--- src/rtl/ac_ctrl_pkg.sv ---
// +------------------------------------------------------------------+
// | ac_ctrl_pkg : shared constants and types for the AC sequencer      |
// | Rev 1.0                                                            |
// +------------------------------------------------------------------+
`default_nettype none

package ac_ctrl_pkg;

   localparam logic [2:0] OP_AND = 3'b000;
   localparam logic [2:0] OP_ADD = 3'b001;
   localparam logic [2:0] OP_LDA = 3'b010;
   localparam logic [2:0] OP_REG = 3'b111;

   localparam logic [11:0] RR_CLA = 12'h800;
   localparam logic [11:0] RR_CLE = 12'h400;
   localparam logic [11:0] RR_CMA = 12'h200;
   localparam logic [11:0] RR_CME = 12'h100;
   localparam logic [11:0] RR_CIR = 12'h080;
   localparam logic [11:0] RR_CIL = 12'h040;
   localparam logic [11:0] RR_INC = 12'h020;
   localparam logic [11:0] RR_SPA = 12'h010;
   localparam logic [11:0] RR_SNA = 12'h008;
   localparam logic [11:0] RR_SZA = 12'h004;
   localparam logic [11:0] RR_SZE = 12'h002;
   localparam logic [11:0] RR_SKIP_MASK = 12'h01E;

   localparam logic [2:0] ST_IDLE    = 3'd0;
   localparam logic [2:0] ST_DECODE  = 3'd1;
   localparam logic [2:0] ST_INDIR   = 3'd2;
   localparam logic [2:0] ST_OPFETCH = 3'd3;
   localparam logic [2:0] ST_EXEC    = 3'd4;
   localparam logic [2:0] ST_DONE    = 3'd5;

   typedef enum logic [2:0] {
      S_IDLE    = ST_IDLE,
      S_DECODE  = ST_DECODE,
      S_INDIR   = ST_INDIR,
      S_OPFETCH = ST_OPFETCH,
      S_EXEC    = ST_EXEC,
      S_DONE    = ST_DONE
   } state_e;

   typedef struct packed {
      logic ld;
      logic clr;
      logic inr;
      logic and_op;
      logic add_op;
      logic cma;
      logic cme;
      logic cir;
      logic cil;
      logic cle;
   } strobe_t;

   typedef struct packed {
      logic    is_mem;
      logic    is_reg;
      logic    indirect;
      strobe_t strobe;
      logic    is_skip;
      logic    illegal;
   } dec_t;

   function automatic logic onehot11(input logic [10:0] v);
      return (v != 11'd0) && ((v & (v - 11'd1)) == 11'd0);
   endfunction

endpackage

`default_nettype wire

--- src/rtl/ac_ctrl_decode.sv ---
// +------------------------------------------------------------------+
// | ac_ctrl_decode : combinational IR decode (skip bits legal only    |
// | with AC_CTRL_SKIP_EN).  Rev 1.0                                    |
// +------------------------------------------------------------------+
`default_nettype none

module ac_ctrl_decode
   import ac_ctrl_pkg::*;
(
   input  logic [15:0] ir,
   output dec_t        dec
);

   logic unused_ir0;
   assign unused_ir0 = ir[0];

   always_comb begin
      dec = '0;
      case (ir[14:12])
         OP_AND, OP_ADD, OP_LDA: begin
            dec.is_mem   = 1'b1;
            dec.indirect = ir[15];
         end
         OP_REG: begin
            if (!ir[15] && onehot11(ir[11:1])) dec.is_reg  = 1'b1;
            else                               dec.illegal = 1'b1;
         end
         default: dec.illegal = 1'b1;
      endcase

      if (dec.is_mem) begin
         dec.strobe.and_op = (ir[14:12] == OP_AND);
         dec.strobe.add_op = (ir[14:12] == OP_ADD);
         dec.strobe.ld     = (ir[14:12] == OP_LDA);
      end

      if (dec.is_reg) begin
         dec.strobe.clr = |(ir[11:0] & RR_CLA);
         dec.strobe.cle = |(ir[11:0] & RR_CLE);
         dec.strobe.cma = |(ir[11:0] & RR_CMA);
         dec.strobe.cme = |(ir[11:0] & RR_CME);
         dec.strobe.cir = |(ir[11:0] & RR_CIR);
         dec.strobe.cil = |(ir[11:0] & RR_CIL);
         dec.strobe.inr = |(ir[11:0] & RR_INC);
         dec.is_skip    = |(ir[11:0] & RR_SKIP_MASK);
`ifndef AC_CTRL_SKIP_EN
         if (dec.is_skip) begin
            dec.is_reg  = 1'b0;
            dec.is_skip = 1'b0;
            dec.illegal = 1'b1;
         end
`endif
      end
   end

endmodule

`default_nettype wire

--- src/rtl/ac_ctrl_seq.sv ---
// +------------------------------------------------------------------+
// | ac_ctrl_seq : instruction sequencer for the AC/E datapath;        |
// | AC_CTRL_SKIP_EN enables skip instructions.  Rev 1.0               |
// +------------------------------------------------------------------+
`default_nettype none

module ac_ctrl_seq
   import ac_ctrl_pkg::*;
#(
   parameter int unsigned ADDR_W      = 12,
   parameter int unsigned DATA_W      = 16,
   parameter int unsigned MEM_TIMEOUT = 0
) (
   input  logic              CLK,
   input  logic              RSTn,
   input  logic              instr_valid,
   output logic              instr_ready,
   input  logic [15:0]       instr,
   output logic              mem_req,
   output logic [ADDR_W-1:0] mem_addr,
   input  logic              mem_ack,
   input  logic [DATA_W-1:0] mem_rdata,
   output logic              dr_ld,
   output logic              ac_ld,
   output logic              ac_clr,
   output logic              ac_inr,
   output logic              ac_and,
   output logic              ac_add,
   output logic              ac_cma,
   output logic              ac_cme,
   output logic              ac_cir,
   output logic              ac_cil,
   output logic              ac_cle,
   input  logic [DATA_W-1:0] ac_in,
   input  logic              e_in,
   output logic              skip,
   output logic              done,
   output logic              ill
);

   localparam int unsigned TMO_LIM  = (MEM_TIMEOUT > 0) ? MEM_TIMEOUT - 1 : 0;
   localparam logic [15:0] TMO_LAST = TMO_LIM[15:0];

   state_e            state_q, state_d;
   logic [15:0]       ir_q, ir_d;
   logic [ADDR_W-1:0] addr_q, addr_d;
   logic [15:0]       tmo_q, tmo_d;
   logic              instr_ready_q, instr_ready_d;
   logic              mem_req_q, mem_req_d;
   strobe_t           strobe_q, strobe_d;
   logic              done_q, done_d;
   logic              ill_q, ill_d;
   logic              skip_q, skip_d;
   logic              dr_ld_w;
   logic              tmo_hit;
   dec_t              dec;
   logic              unused_bits;

   ac_ctrl_decode u_decode (
      .ir  (ir_q),
      .dec (dec)
   );

   assign tmo_hit = (MEM_TIMEOUT != 0) && (tmo_q == TMO_LAST);

   always_comb begin
      state_d  = state_q;
      ir_d     = ir_q;
      addr_d   = addr_q;
      tmo_d    = tmo_q;
      strobe_d = '0;
      ill_d    = 1'b0;
      skip_d   = 1'b0;
      dr_ld_w  = 1'b0;
      case (state_q)
         S_IDLE: begin
            if (instr_valid) begin
               ir_d    = instr;
               state_d = S_DECODE;
            end
         end
         S_DECODE: begin
            if (dec.is_mem) begin
               addr_d  = ADDR_W'(ir_q[11:0]);
               tmo_d   = '0;
               state_d = dec.indirect ? S_INDIR : S_OPFETCH;
            end else if (dec.is_reg) begin
               strobe_d = dec.strobe;
               state_d  = S_EXEC;
            end else begin
               ill_d   = 1'b1;
               state_d = S_DONE;
            end
         end
         S_INDIR: begin
            // An ack on the last allowed cycle still wins over the timeout.
            if (mem_ack) begin
               addr_d  = mem_rdata[ADDR_W-1:0];
               tmo_d   = '0;
               state_d = S_OPFETCH;
            end else if (tmo_hit) begin
               ill_d   = 1'b1;
               state_d = S_DONE;
            end else if (MEM_TIMEOUT != 0) begin
               tmo_d = tmo_q + 16'd1;
            end
         end
         S_OPFETCH: begin
            if (mem_ack) begin
               dr_ld_w  = 1'b1;
               strobe_d = dec.strobe;
               state_d  = S_EXEC;
            end else if (tmo_hit) begin
               ill_d   = 1'b1;
               state_d = S_DONE;
            end else if (MEM_TIMEOUT != 0) begin
               tmo_d = tmo_q + 16'd1;
            end
         end
         S_EXEC: begin
`ifdef AC_CTRL_SKIP_EN
            skip_d = dec.is_skip &
                     ((|(ir_q[11:0] & RR_SPA) & ~ac_in[15]) |
                      (|(ir_q[11:0] & RR_SNA) &  ac_in[15]) |
                      (|(ir_q[11:0] & RR_SZA) & (ac_in == '0)) |
                      (|(ir_q[11:0] & RR_SZE) & ~e_in));
`endif
            state_d = S_DONE;
         end
         S_DONE:  state_d = S_IDLE;
         default: state_d = S_IDLE;
      endcase
      instr_ready_d = (state_d == S_IDLE);
      mem_req_d     = (state_d == S_INDIR) || (state_d == S_OPFETCH);
      done_d        = (state_d == S_DONE);
   end

   always_ff @(posedge CLK) begin
      if (!RSTn) begin
         state_q       <= S_IDLE;
         ir_q          <= '0;
         addr_q        <= '0;
         tmo_q         <= '0;
         instr_ready_q <= 1'b1;
         mem_req_q     <= 1'b0;
         strobe_q      <= '0;
         done_q        <= 1'b0;
         ill_q         <= 1'b0;
         skip_q        <= 1'b0;
      end else begin
         state_q       <= state_d;
         ir_q          <= ir_d;
         addr_q        <= addr_d;
         tmo_q         <= tmo_d;
         instr_ready_q <= instr_ready_d;
         mem_req_q     <= mem_req_d;
         strobe_q      <= strobe_d;
         done_q        <= done_d;
         ill_q         <= ill_d;
         skip_q        <= skip_d;
      end
   end

`ifdef AC_CTRL_SKIP_EN
   assign skip        = skip_q;
   assign unused_bits = ^{mem_rdata[DATA_W-1:ADDR_W]};
`else
   assign skip        = 1'b0;
   assign unused_bits = ^{mem_rdata[DATA_W-1:ADDR_W], ac_in, e_in, dec.is_skip, skip_q};
`endif

   assign instr_ready = instr_ready_q;
   assign mem_req     = mem_req_q;
   assign mem_addr    = addr_q;
   assign dr_ld       = dr_ld_w;
   assign done        = done_q;
   assign ill         = ill_q;
   assign ac_ld       = strobe_q.ld;
   assign ac_clr      = strobe_q.clr;
   assign ac_inr      = strobe_q.inr;
   assign ac_and      = strobe_q.and_op;
   assign ac_add      = strobe_q.add_op;
   assign ac_cma      = strobe_q.cma;
   assign ac_cme      = strobe_q.cme;
   assign ac_cir      = strobe_q.cir;
   assign ac_cil      = strobe_q.cil;
   assign ac_cle      = strobe_q.cle;

endmodule

`default_nettype wire

--- config.mk ---
export PLATFORM = sky130hd
export DESIGN_NAME = ac_ctrl_seq
export DESIGN_NICKNAME = d
export VERILOG_FILES = /design/src/rtl/ac_ctrl_pkg.sv /design/src/rtl/ac_ctrl_decode.sv /design/src/rtl/ac_ctrl_seq.sv
export SDC_FILE = /design/constraint.sdc
export NUM_CORES = 1
export LEC_CHECK = 0
export ABC_AREA = 1
export CORE_MARGIN = 3
export CORE_UTILIZATION = 43
export CTS_CLUSTER_SIZE = 40
export DETAILED_ROUTE_END_ITERATION = 7
export GPL_TIMING_DRIVEN = 0
export PLACE_DENSITY = 0.77
export SLEW_MARGIN = 40
export SYNTH_ARGS = -nofsm -noshare
export SYNTH_HDL_FRONTEND = slang
export SYNTH_SLANG_ARGS = --single-unit
--- constraint.sdc ---
create_clock -name CLK -period 2.59 [get_ports CLK]
set_input_delay 0.518 -clock CLK [delete_from_list [all_inputs] [get_ports CLK]]
set_output_delay 0.518 -clock CLK [all_outputs]
set_load 0.02 [all_outputs]
==> impl_metrics.toml <==
[timing]
timing.fmax_mhz = 410
timing.hold.ws_ns = 0.453
tns_ns = 0
hold_viol = 0
skew_ns = 0.00641
slew_viol_final = 0
timing.final.crit_share = 0.942
period_minus_slack_ns = 2.44
setup_violations = 0
rsz0062_at_grt = "false"

[global_route]
overflow = 0
grt_max_degree = 14
antenna_found_initial = 0
grt_usage = 0.184
first_global_vias = 1714
grt_pass1_wl_mm = 7.73

[route]
drtPass1Iterations = 6
wl_mm = 4.81
drtIter0Drc = 148
drtAntennaViolNets = 0
num_vias = 1921
viasPerCell = 5.02
wl_per_cell_um = 12.6
drc = 0

[setup_path]
reg2reg_depth = 8
cp_top_family = "buffers and inverters"
crit_path_frequent_cell = "clkdlybuf4s50_1"
cp-end-kind = "primary output"
path_cells = "clkdlybuf4s50_1 > inv_1 > nor2_1 > clkdlybuf4s50_1"
critPathRequiredTime_ns = 2.07
slowest_delay_ns = 0.66
path_depth = 4
cp_max_fo = 4
arrival_ns = 1.92
cpMaxStageDelayCell = "clkdlybuf4s50_1"
startpoint_type = "primary input"
path_class = "in -> out"
cp_num_buf_inv = 3

[floorplan]
rows = 23
die_area_um2 = 5380
core_area_um2 = 4170
initial_core_util = 0.467
io_pins = 81
die_h_um = 73.4
die_width_um = 73.4

[layout]
top_register = "ir_q"
layout_commonest_cell = "clkdlybuf4s50_1"
largest_reg_flops = 16
num-fill-cells = 399
drive_gt1_frac = 0.0661
layout.area.seq_um2 = 901
layout.nets = 385
antenna_cells = 0
multi_input_area_um2 = 851
areaGrowthSynthToFinish_pct = 37.2
fin_util = 0.641
final_cell_mix = "clkdlybuf4s50_1, dfxtp_1, nand2_1, inv_1, nor2_1"

[cts]
hold_buffers = 0
cts_tree = "done"
cts_made_buffers = 5
insertion_delay_ns = 0.29
clock_path_buffers = 2
htreeDepth = 2
cts_setup_buffers = 0
cts_resized = 0
cts_root_buf = "clkbuf_8"
cts.sinks = 45
clkTransAtPathRegs_ns = 0.08

[synthesis]
ys_warn_count = 0
synth_cells = 267
ys_seq_elements = 45
seq_area_frac_synth = 0.462
synth_area_per_cell_um2 = 7.31
syn_area_um2 = 1950
ys_types = 26
syn_nets = 320

[pwr]
peakVddDrop_uv = 469
p_per_area_nw_per_um2 = 1060
leakage_nw = 1.05

[place]
portBuffers = 58
dp_hpwl_mm = 3.74
place.gp.congestion = 0.852

[flow_run]
maxCapViolCount = 0

[worst_hold_path]
holdCritPathClass = "reg -> reg"
min_delay_path_depth = 2

[outcome]
status = "finished, final reports clean"
==> stage by stage <==
stage / setup WS [ns] / total power (W) / cells / area, um2
after floorplan: 1.06 / 0.00195 / 267 / 1950
after global placement: 0.154 / 0.00241 / 375 / 2590
after detailed placement: 0.147 / 0.00244 / 375 / 2590
after CTS: 0.148 / 0.00284 / 383 / 2680
after global routing: 0.0276 / 0.00306 / 383 / 2680
final: 0.151 / 0.00284 / 383 / 2680
==> final timing paths <==
check | endpoint | startpoint | slack, ns
worst max-delay path | dr_ld | mem_ack | 0.15
worst min register to register | ir_q[0] | ir_q[0] | 0.45
worst max register to register | mem_addr[3] | state_q[1] | 0.94
worst min-delay path | ir_q[0] | ir_q[0] | 0.45
==> where the power goes <==
| part | leakage (nW) | internal, W | switching, W |
|---|---|---|---|
| combinational | 0.635 | 0.000534 | 0.000817 |
| sequential | 0.369 | 0.000909 | 0.000168 |
| clock | 0.0450 | 0.000187 | 0.000228 |
==> final cells by class <==
cell class | count | area share
inverters | 34 | 0.0477
flip-flops and latches | 45 | 0.337
plain buffers | 15 | 0.0266
clock inverters | 2 | 0.00374
multi-input cells | 173 | 0.318
clock buffers | 6 | 0.0271
repair buffers | 58 | 0.217
well taps | 50 | 0.0234
==> cells by family (layout without fill, tap and decap cells) <==
family,after synthesis,in the layout,synth area share
flip-flops,45,45,0.462
other,1,1,0.00192
buffers and inverters,49,115,0.102
AND/OR/NAND/NOR,103,103,0.246
AO/OA/AOI/OAI,69,69,0.189
==> cells in the mapped netlist, drive strengths merged <==
| cell | instances | area, um2 |
|---|---|---|
| dfxtp | 45 | 901 |
| nand2 | 38 | 143 |
| inv | 34 | 128 |
| nor2 | 31 | 131 |
| o21ai | 29 | 145 |
| a21oi | 25 | 125 |
| nand3 | 15 | 87.6 |
| nand4 | 14 | 87.6 |
| a31oi | 12 | 75.1 |
| clkbuf | 9 | 33.8 |
| buf | 6 | 37.5 |
| nor3 | 3 | 15.0 |
| a211oi | 1 | 7.51 |
| a21boi | 1 | 7.51 |
| conb | 1 | 3.75 |
| nor2b | 1 | 8.76 |
| nor4 | 1 | 6.26 |
| o21bai | 1 | 7.51 |
==> routing by layer <==
| metal | routed length, um | GRT usage | part of all wire | vias up |
|---|---|---|---|---|
| li1 | - | - | - | 1020 |
| met1 | 2210 | 0.238 | 0.46 | 846 |
| met2 | 2310 | 0.306 | 0.48 | 51 |
| met3 | 240 | 0.0369 | 0.050 | 4 |
| met4 | 50 | 0.0624 | 0.010 | 0 |
| met5 | 0 | 0 | 0 | - |
==> worst min-delay path, cell delays in order (launching register included) <==
cell	delay (ns)
dfxtp_1	0.32
inv_1	0.05
a21oi_1	0.05
(Power assumes the default switching activity.)
